`config.mk`:
```
export PLATFORM = sky130hd
export DESIGN_NAME = module_keypad_scan
export DESIGN_NICKNAME = d
export VERILOG_FILES = /design/src/rtl/keypad_pkg.sv /design/src/rtl/module_keypad_scan_tick.sv /design/src/rtl/module_keypad_scan.sv
export SDC_FILE = /design/constraint.sdc
export NUM_CORES = 1
export LEC_CHECK = 0
export CORE_UTILIZATION = 50
export CTS_CLUSTER_DIAMETER = 200
export DETAILED_ROUTE_END_ITERATION = 8
export PLACE_DENSITY = 0.71
export SLEW_MARGIN = 20
export SYNTH_ARGS = -nofsm -noshare
export SYNTH_HDL_FRONTEND = slang
export SYNTH_SLANG_ARGS = --single-unit
export TNS_END_PERCENT = 1
```
`constraint.sdc`:
```
create_clock -name clk_i -period 2.83 [get_ports clk_i]
set_input_delay 0.4245 -clock clk_i [delete_from_list [all_inputs] [get_ports clk_i]]
set_output_delay 0.4245 -clock clk_i [all_outputs]
set_load 0.03 [all_outputs]
```
`src/rtl/keypad_pkg.sv`:
```
// Shared constants, FSM state type and column-drive helper for the keypad scanner.
package keypad_pkg;

    localparam int KEY_W  = 4;
    localparam int N_COLS = 4;
    localparam int N_ROWS = 4;

    // Column 0 driven low, the others released.
    localparam logic [N_COLS-1:0] COL_RESET = 4'b1110;

    typedef enum logic [1:0] {
        IDLE     = 2'd0,
        DEBOUNCE = 2'd1,
        PRESSED  = 2'd2
    } state_t;

    // One-hot active-low drive pattern for a column index.
    function automatic logic [N_COLS-1:0] col_drive(input logic [1:0] idx);
        return ~(COL_RESET ^ {N_COLS{1'b1}}) << idx | ~(4'b1111 << idx);
    endfunction

endpackage

```
`src/rtl/module_keypad_scan_tick.sv`:
```
// Column dwell timer: a one-cycle tick every INPUT_REFRESH cycles and the
// index of the column currently being driven.
module module_scan_tick #(
    parameter int INPUT_REFRESH = 2700000
) (
    input  logic       clk_i,
    input  logic       rst_i,
    output logic       tick_o,
    output logic [1:0] col_idx_o
);

    localparam int CNT_W = (INPUT_REFRESH > 1) ? $clog2(INPUT_REFRESH) : 1;
    localparam logic [CNT_W-1:0] CNT_MAX = CNT_W'(INPUT_REFRESH - 1);

    logic [CNT_W-1:0] cnt_q, cnt_d;
    logic [1:0]       col_q, col_d;

    // Tick on the last cycle of each dwell, then wrap the counter and advance the column.
    always_comb begin
        tick_o = (cnt_q == CNT_MAX);
        cnt_d  = tick_o ? '0 : cnt_q + CNT_W'(1);
        col_d  = tick_o ? col_q + 2'd1 : col_q;
    end

    // Dwell counter and column index registers.
    always_ff @(posedge clk_i or negedge rst_i) begin
        if (!rst_i) begin
            cnt_q <= '0;
            col_q <= 2'd0;
        end else begin
            cnt_q <= cnt_d;
            col_q <= col_d;
        end
    end

    assign col_idx_o = col_q;

endmodule

```
`src/rtl/module_keypad_scan.sv`:
```
// 4x4 matrix keypad scanner: drives columns one at a time, collects one full
// scan of row hits, and debounces presses/releases over whole scans.
module module_keypad_scan
    import keypad_pkg::*;
#(
    parameter int INPUT_REFRESH  = 2700000,
    parameter int DEBOUNCE_SCANS = 3
) (
    input  logic              clk_i,
    input  logic              rst_i,
    input  logic [N_ROWS-1:0] row_i,
    output logic [N_COLS-1:0] col_o,
    output logic [KEY_W-1:0]  key_o,
    output logic              key_valid_o,
    output logic              key_held_o
);

    localparam logic [3:0] DEB_N = 4'(DEBOUNCE_SCANS);

    logic             tick;
    logic [1:0]       col_idx;

    logic [N_ROWS-1:0] row_meta_q, row_meta_d, row_sync_q, row_sync_d;
    logic              acc_found_q, acc_found_d;
    logic [KEY_W-1:0]  acc_code_q, acc_code_d;
    state_t            state_q, state_d;
    logic [3:0]        cnt_q, cnt_d, rel_cnt_q, rel_cnt_d;
    logic [KEY_W-1:0]  cand_q, cand_d, key_q, key_d;
    logic              valid_q, valid_d, held_q, held_d;

    logic              row_hit;
    logic [1:0]        row_idx;
    logic              scan_end, scan_found;
    logic [KEY_W-1:0]  scan_code;

    module_scan_tick #(.INPUT_REFRESH(INPUT_REFRESH)) u_tick (
        .clk_i     (clk_i),
        .rst_i     (rst_i),
        .tick_o    (tick),
        .col_idx_o (col_idx)
    );

    // Lowest-numbered low row in the currently driven column.
    always_comb begin
        row_hit = 1'b0;
        row_idx = 2'd0;
        for (int r = N_ROWS - 1; r >= 0; r--) begin
            if (!row_sync_q[r]) begin
                row_hit = 1'b1;
                row_idx = 2'(r);
            end
        end
    end

    // Merge this column into the running scan; column 0 starts a fresh scan,
    // and an earlier column's hit always keeps priority.
    always_comb begin
        row_meta_d  = row_i;
        row_sync_d  = row_meta_q;
        scan_end    = tick && (col_idx == 2'd3);
        scan_found  = (col_idx != 2'd0) && acc_found_q;
        scan_code   = (col_idx != 2'd0) ? acc_code_q : '0;
        if (!scan_found && row_hit) begin
            scan_code = {row_idx, col_idx};
        end
        scan_found  = scan_found || row_hit;
        acc_found_d = tick ? scan_found : acc_found_q;
        acc_code_d  = tick ? scan_code  : acc_code_q;
    end

    // Debounce FSM, evaluated once per completed scan.
    always_comb begin
        state_d   = state_q;
        cnt_d     = cnt_q;
        rel_cnt_d = rel_cnt_q;
        cand_d    = cand_q;
        key_d     = key_q;
        held_d    = held_q;
        valid_d   = 1'b0;
        if (scan_end) begin
            unique case (state_q)
                IDLE: begin
                    if (scan_found) begin
                        cand_d = scan_code;
                        if (DEB_N == 4'd1) begin
                            key_d     = scan_code;
                            valid_d   = 1'b1;
                            held_d    = 1'b1;
                            cnt_d     = 4'd0;
                            rel_cnt_d = 4'd0;
                            state_d   = PRESSED;
                        end else begin
                            cnt_d   = 4'd1;
                            state_d = DEBOUNCE;
                        end
                    end
                end
                DEBOUNCE: begin
                    if (scan_found && scan_code == cand_q) begin
                        if (cnt_q + 4'd1 == DEB_N) begin
                            key_d     = cand_q;
                            valid_d   = 1'b1;
                            held_d    = 1'b1;
                            cnt_d     = 4'd0;
                            rel_cnt_d = 4'd0;
                            state_d   = PRESSED;
                        end else begin
                            cnt_d = cnt_q + 4'd1;
                        end
                    end else begin
                        cnt_d   = 4'd0;
                        state_d = IDLE;
                    end
                end
                PRESSED: begin
                    if (scan_found) begin
                        rel_cnt_d = 4'd0;
                    end else if (rel_cnt_q + 4'd1 == DEB_N) begin
                        rel_cnt_d = 4'd0;
                        held_d    = 1'b0;
                        state_d   = IDLE;
                    end else begin
                        rel_cnt_d = rel_cnt_q + 4'd1;
                    end
                end
                default: begin
                    cnt_d     = 4'd0;
                    rel_cnt_d = 4'd0;
                    held_d    = 1'b0;
                    state_d   = IDLE;
                end
            endcase
        end
    end

    // All state registers; reset returns everything to idle at once.
    always_ff @(posedge clk_i or negedge rst_i) begin
        if (!rst_i) begin
            row_meta_q  <= '1;
            row_sync_q  <= '1;
            acc_found_q <= 1'b0;
            acc_code_q  <= '0;
            state_q     <= IDLE;
            cnt_q       <= 4'd0;
            rel_cnt_q   <= 4'd0;
            cand_q      <= '0;
            key_q       <= '0;
            valid_q     <= 1'b0;
            held_q      <= 1'b0;
        end else begin
            row_meta_q  <= row_meta_d;
            row_sync_q  <= row_sync_d;
            acc_found_q <= acc_found_d;
            acc_code_q  <= acc_code_d;
            state_q     <= state_d;
            cnt_q       <= cnt_d;
            rel_cnt_q   <= rel_cnt_d;
            cand_q      <= cand_d;
            key_q       <= key_d;
            valid_q     <= valid_d;
            held_q      <= held_d;
        end
    end

    assign col_o       = col_drive(col_idx);
    assign key_o       = key_q;
    assign key_valid_o = valid_q;
    assign key_held_o  = held_q;

endmodule

```
# Word-level counts from Yosys, hierarchy flattened
# Cells that the tools add are included.
totals:
  n_memories: 0
  regBits: 57
  in_bits: 6
  latch_bits: 0
  rom_bits: 0
  elab_cells: 85
  ram_bits: 0
op_classes:
  bitwise: 4
  n_mul: 0
  reduce_logical: 14
  add_sub_neg: 4
  div_mod_pow: 0
  shift: 2
  eq_ne: 13
  muxes: 35
  n_lt_le_gt_ge: 0
ops:
  columns: ["op", "count"]
  rows:
  - ["$mux W4", 9]
  - ["$pmux W4 S3", 2]
  - ["$add A22 B1 Y22 const B", 1]
  - ["$eq A22 B22 Y1 const B", 1]
  - ["$mux W22", 1]
  - ["$mux W2", 9]
  - ["$mux W1", 12]
  - ["$ne A2 B2 Y1 const B", 5]
  - ["$add A4 B1 Y4 const B", 2]
  - ["$eq A4 B2 Y1 const B", 2]
  - ["$reduce_and A4 Y1", 2]
  - ["$shl A4 B2 Y4 const A", 2]
  - ["$pmux W2 S3", 1]
  - ["$reduce_and A3 Y1", 2]
  - ["$reduce_and A6 Y1", 1]
  - ["$reduce_and A5 Y1", 1]
  - ["$eq A2 B2 Y1 const B", 2]
  - ["$eq A4 B4 Y1", 1]
  - ["$logic_and A1 B1 Y1", 4]
  - ["$not A4 Y4", 1]
  - ["$or A4 B4 Y4", 1]
  - ["$ne A3 B3 Y1 const B", 1]
  - ["$pmux W1 S3", 1]
  - ["$add A2 B1 Y2 const B", 1]
  - ["6 further kinds", 7]

# Depth between registers and ports, before layout
logic_depth:
  depth_word: 11
  ltp_mapped: 9
  mapped_depth_nobuf: 8

# Hierarchy
# A second synthesis with hierarchy kept.
unflattened:
  hier_cells: 286
  area_unflattened_um2: 2950.3
by_module_without_submodules:
  columns: ["mod", "instances", "seq_area_each_um2", "cells_each", "area_each_um2"]
  rows:
  - ["module_keypad_scan", 1, 835.8, 171, 1756.7]
  - ["module_scan_tick", 1, 600.6, 115, 1193.6]

# Least setup slack after synthesis
# OpenSTA, ideal clock, no wires.
synth_timing:
  kind: "register to register"
  startpoint: "reg u_tick.col_q[0] (netlist: u_tick.col_idx_o[0])"
  endpoint: "reg key_q[0] (netlist: key_o[0])"
  path_slack_ns: 0.137
  synth_period_minus_slack_ns: 2.693
  t_arrival_ns: 2.568
  stages_incl_launch_ff: 9
  setup_time_ns: 0.125
  path_cell_list: "dfrtp_1 -> inv_1 -> ha_1 -> inv_1 -> o211ai_1 -> and3_1 -> or4_4 -> nor4_4 -> mux2_2"
synth_via:
  elab_chain_cells: 8
synth_lines:
  columns: ["element", "line_no", "source"]
  rows:
  - ["from (decl)", "module_keypad_scan_tick.sv:16", "logic [1:0] col_q, col_d;"]
  - ["from (signal assigned)", "module_keypad_scan_tick.sv:32", "col_q <= col_d;"]
  - ["$reduce_bool A2 Y1", "module_keypad_scan.sv:61, module_keypad_scan.sv:62", null]
  - ["$logic_and A1 B1 Y1", "module_keypad_scan.sv:61", "scan_found = (col_idx != 2'd0) && acc_found_q;"]
  - ["$logic_not A1 Y1", "module_keypad_scan.sv:63", "if (!scan_found && row_hit) begin"]
  - ["$logic_and A1 B1 Y1", "module_keypad_scan.sv:63", null]
  - ["$mux W4", "module_keypad_scan.sv:63", null]
  - ["$eq A4 B4 Y1", "module_keypad_scan.sv:99", "if (scan_found && scan_code == cand_q) begin"]
  - ["$logic_and A1 B1 Y1", "module_keypad_scan.sv:99", null]
  - ["$reduce_and A4 Y1 (no source line) (*)", null, null]
  - ["to (signal assigned)", "module_keypad_scan.sv:159", "key_q <= key_d;"]
  - ["to (decl)", "module_keypad_scan.sv:28", "logic [KEY_W-1:0] cand_q, cand_d, key_q, key_d;"]
# Every way passes the cells marked *; elsewhere a longest branch is shown, timed or not.
# A chain may end at the register's enable or synchronous reset.

# Final worst setup path
layout_timing:
  startpoint: "reg u_tick.col_q[1] (netlist: u_tick.col_idx_o[1])"
  endpoint: "reg key_q[1] (netlist: key_o[1])"
# Same word-level chain as after synthesis.

==> out/summary.md <==
The run finished with clean final reports. Sequential power share: 0.486. The area added between synthesis and finish is 17.84%, and the clock insertion delay at the later pin of the skew report is 0.34 ns. Cell internal power was estimated by the tool at 0.001338 W.

The run gives 0.5448 as the worst slew margin relative to its limit. In this run, placement finished with an instance count of 391. CTS saw 57 sinks. Class of the most critical hold timing path: flip-flop to flip-flop. Counting flops with a built-in enable in the synthesized netlist gives 0.

The share of synthesized flip-flops with an asynchronous set or reset is 1.000. The tools report the count of endpoints failing hold in the final timing report as 0. The share of the synthesized area in the top cell type was 0.4075; the average cell area after synthesis was 10.13 um2. Entering global routing, the biggest net connects 28 pins.

The largest single stage delay on the critical path is 0.54 ns. The tools report the number of instances in the synthesized netlist as 297. Walking the worst path, the cells encountered are inv_1 -> ha_1 -> nand2b_2 -> o2111ai_2 -> and3_1 -> or4_4 -> nor4_4 -> mux2_2. The top cell types in the final layout, fill and taps aside, are 49 x sky130_fd_sc_hd__dfrtp_1, 25 x sky130_fd_sc_hd__nand2_1, 23 x sky130_fd_sc_hd__nor2_1.

The number of buffers added for setup after CTS came out at 0. The logs give 0 for the max-cap check violation count and 346 for the number of nets in the layout. The worst-path maximum fanout is 6. The fraction of layout instances using a drive strength above 1 works out to 0.1696.

The clock-pin slew on the worst setup and hold paths is 0.07 ns. Critical path's slowest cell: sky130_fd_sc_hd__or4_4. The floorplan step defined a die boundary enclosing 0.006332 mm2.

The tools report the clock root buffer master as sky130_fd_sc_hd__clkbuf_8. For the total chip power, the log shows 0.001707 W. The library cell used most frequently in the layout, excluding fill and tap cells, is sky130_fd_sc_hd__dfrtp_1.

In this run the standard cell core region covers 0.005642 mm2. For the pin with the worst max-slew slack, the measured transition is 0.6828 ns. The run gives 2277 as the via count of the first global-routing pass. The count of final max-slew check failures is 0. The share of total power consumed by net switching came out at 0.2164. Dividing the detail-routed via count by the number of cells gives 5.782. Routability-driven placement finished with a final weighted congestion of 0.8538. The portion of total power attributed to combinational logic was 0.028; the Yosys warning count was 0.

The global-route wire length before repair was 10480 um. Derived from the worst setup path, the maximum achievable clock frequency is 370.3 MHz. The ratio of total power to cell area is 481.4 mW/mm2, and the initial core utilization is 0.5334. The tools report the area taken by flip-flops and latches as 0.001436 mm2. The run gives 0 as the final global-route overflow total.

Most used flip-flop cell after synthesis: sky130_fd_sc_hd__dfrtp_1. The post-synthesis sequential area ratio is 0.4773, and the first-iteration detailed-routing DRC count is 118. The run gives 1.543 nW as the cell leakage power.

Between clock sinks in the finished design, the worst skew comes to 0.008482 ns. The number of distinct library cell variants in the gate-level netlist after synthesis is 57. The clock tree buffer depth is 2, and the final worst-path cycle share is 0.9543.

The die width is 79.58 um. The core occupancy in the finished layout came out at 0.6285. The logs give 2.93 ns for the arrival time reported for the critical path endpoint and 9 for the number of clock buffers inserted by TritonCTS. The number of antenna diodes in the final layout is 0. Detailed routing inserted a total of 2359 vias.

The cell area that synthesis handed to floorplanning was 0.003009 mm2. STA puts the critical path data required time at 3.05 ns. Kind of end point of the critical path: a flip-flop. The share of total power in the clock network came out at 0.485.

The number of nets in the synthesized netlist came out at 312. The number of nets with antenna violations after routing was 0. The largest area contributor in the synthesized netlist is sky130_fd_sc_hd__dfrtp_1. In the post-synthesis netlist, the biggest area contributors are sky130_fd_sc_hd__dfrtp_1 41%, sky130_fd_sc_hd__dfstp_2 7.0%, sky130_fd_sc_hd__ha_1 3.7%, sky130_fd_sc_hd__xnor2_1 3.5%, sky130_fd_sc_hd__nand2_1 3.1%. The post-layout minimum cycle time was 2.701 ns. The pre-antenna-repair detailed-routing pass consisted of 4 iterations. The logs give 352.3 uV for the maximum resistive drop on vdd and 408 for the number of standard cells in the final layout excluding fillers.

Measured along the y axis, the die boundary spans 79.58 um. The number of remaining DRC errors was 0. In this run the power spent charging and discharging nets is 0.0003694 W.

By startpoint and endpoint, the worst setup path is classified as flip-flop to flip-flop. After synthesis the netlist holds a flip-flop and latch count of 57. Setup violations remaining at the end of the flow were counted as 0. 16 I/O pins were placed. The overall global routing resource usage is 0.2180, and the area occupied by multi-input gates is 0.001484 mm2.

For the detailed placement HPWL, the log shows 4336 um. The filler cells instantiated in the layout total 455. Wire length reported by the detailed router: 6037 um. The count of buffers added on input and output ports is 15. Dividing the detail-routed wire length by the instance count gives 14.80 um. Kind of start point of the critical path: a flip-flop. The cell row count is 27. TritonCTS built the clock tree. Setup total negative slack on the finished layout was measured at 0 ns. Setup repair after global routing left no endpoint under its margin. The H-tree was split into 3 levels. The number of antenna violations at the first check in global routing is 0.
==> per-layer routing <==
layer,track usage,routed length [um],part of all wire,vias to the layer above
met2,0.3342,2797,0.46,42
met3,0.04457,186,0.031,8
met1,0.2915,2964,0.49,1145
li1,-,-,-,1164
met5,0,0,0,-
met4,0.1091,88,0.015,0
==> layout make-up <==
type                       instances  area share
timing repair buffer              30     0.07339
tap                               72     0.02541
clock buffer                       9     0.03493
multi-input combinational        218      0.4185
clock inverter                     7     0.02682
sequential                        57      0.4051
inverter                          15     0.01588
==> kinds of logic after synthesis <==
family	share of synthesized area
AOI/OAI and AO/OA	0.1322
and+or+nand+nor	0.2378
buffers and inverters	0.03035
DFF	0.4773
xor gates and xnor gates	0.05530
muxes	0.02952
adders and majority gates	0.03742
==> stage by stage <==
stage          hold WS [ns]  cell area, um2  setup WS [ns]
2_1_floorplan        0.1289            3009         0.1373
3_3_place_gp         0.3479            3314         0.2124
3_5_place_dp         0.3402            3314         0.1322
4_1_cts              0.3574            3543         0.1147
5_1_grt              0.3661            3546       0.008489
6_report             0.3562            3546         0.1292
==> path summary, 6_finish.rpt <==
path                       cells after the start                start            end  slack [ns]
max                                            8  u_tick.col_idx_o[1]       key_o[1]        0.13
min                                            0        row_meta_q[3]  row_sync_q[3]        0.36
max reg2reg                                    8  u_tick.col_idx_o[1]       key_o[1]        0.13
min reg2reg                                    0        row_meta_q[3]  row_sync_q[3]        0.36
max in group asynchronous                      3                rst_i  row_sync_q[2]        1.61
min in group asynchronous                      2                rst_i       cnt_q[1]        0.52
==> cell usage after synthesis, types with 3 or more instances <==
library cell and number:
sky130_fd_sc_hd__a31oi_1 6, sky130_fd_sc_hd__nand3_1 15, sky130_fd_sc_hd__a21o_1 3, sky130_fd_sc_hd__dfrtp_1 49
sky130_fd_sc_hd__nand2_1 25, sky130_fd_sc_hd__o2111ai_1 3, sky130_fd_sc_hd__and3_1 7, sky130_fd_sc_hd__nand4_1 11
sky130_fd_sc_hd__and2_1 4, sky130_fd_sc_hd__dfstp_2 8, sky130_fd_sc_hd__nand2b_1 4, sky130_fd_sc_hd__mux2_2 7
sky130_fd_sc_hd__nor2_1 23, sky130_fd_sc_hd__o21ai_0 13, sky130_fd_sc_hd__nor4_1 3, sky130_fd_sc_hd__inv_1 15
sky130_fd_sc_hd__clkbuf_1 4, sky130_fd_sc_hd__xnor2_1 12, sky130_fd_sc_hd__xor2_1 7, sky130_fd_sc_hd__a21oi_1 9
sky130_fd_sc_hd__nor2b_1 4, sky130_fd_sc_hd__nor3b_1 3, sky130_fd_sc_hd__nor4_2 3, sky130_fd_sc_hd__and4_1 3
sky130_fd_sc_hd__nor3_1 7, sky130_fd_sc_hd__ha_1 9
==> power groups by stage <==
stage | registers, W | clock network [W] | logic, W
finish | 0.000830 | 0.000828 | 0.0000484
global route | 0.000831 | 0.000888 | 0.0000550
CTS | 0.000830 | 0.000855 | 0.0000498
detailed placement | 0.000845 | 0 | 0.0000485
global placement | 0.000845 | 0 | 0.0000482
floorplan | 0.000843 | 0 | 0.0000181
==> critical path: cells and delay by family, from the launching register on <==
family / cells / cell delay [ns]
and+or+nand+nor: 4 / 1.34
DFF: 1 / 0.38
muxes: 1 / 0.38
adders and majority gates: 1 / 0.24
AOI/OAI and AO/OA: 1 / 0.15
buffers and inverters: 1 / 0.10
==> state kept, by name, indices dropped and copies added, names as in the netlist <==
| register | flops |
|---|---|
| row_sync_q | 4 |
| key_valid_o | 1 |
| cand_q | 4 |
| row_meta_q | 4 |
| acc_found_q | 1 |
| u_tick.cnt_q | 22 |
| rel_cnt_q | 4 |
| key_held_o | 1 |
| u_tick.col_idx_o | 2 |
| key_o | 4 |
| acc_code_q | 4 |
| state_q | 2 |
| cnt_q | 4 |
==> timing repair <==
action,CTS,global route
endpoints found under the hold margin,13,0
resized for setup,0,1
hold buffers,1,0
endpoints found under the setup margin,0,4
(Power assumes the default switching activity.)
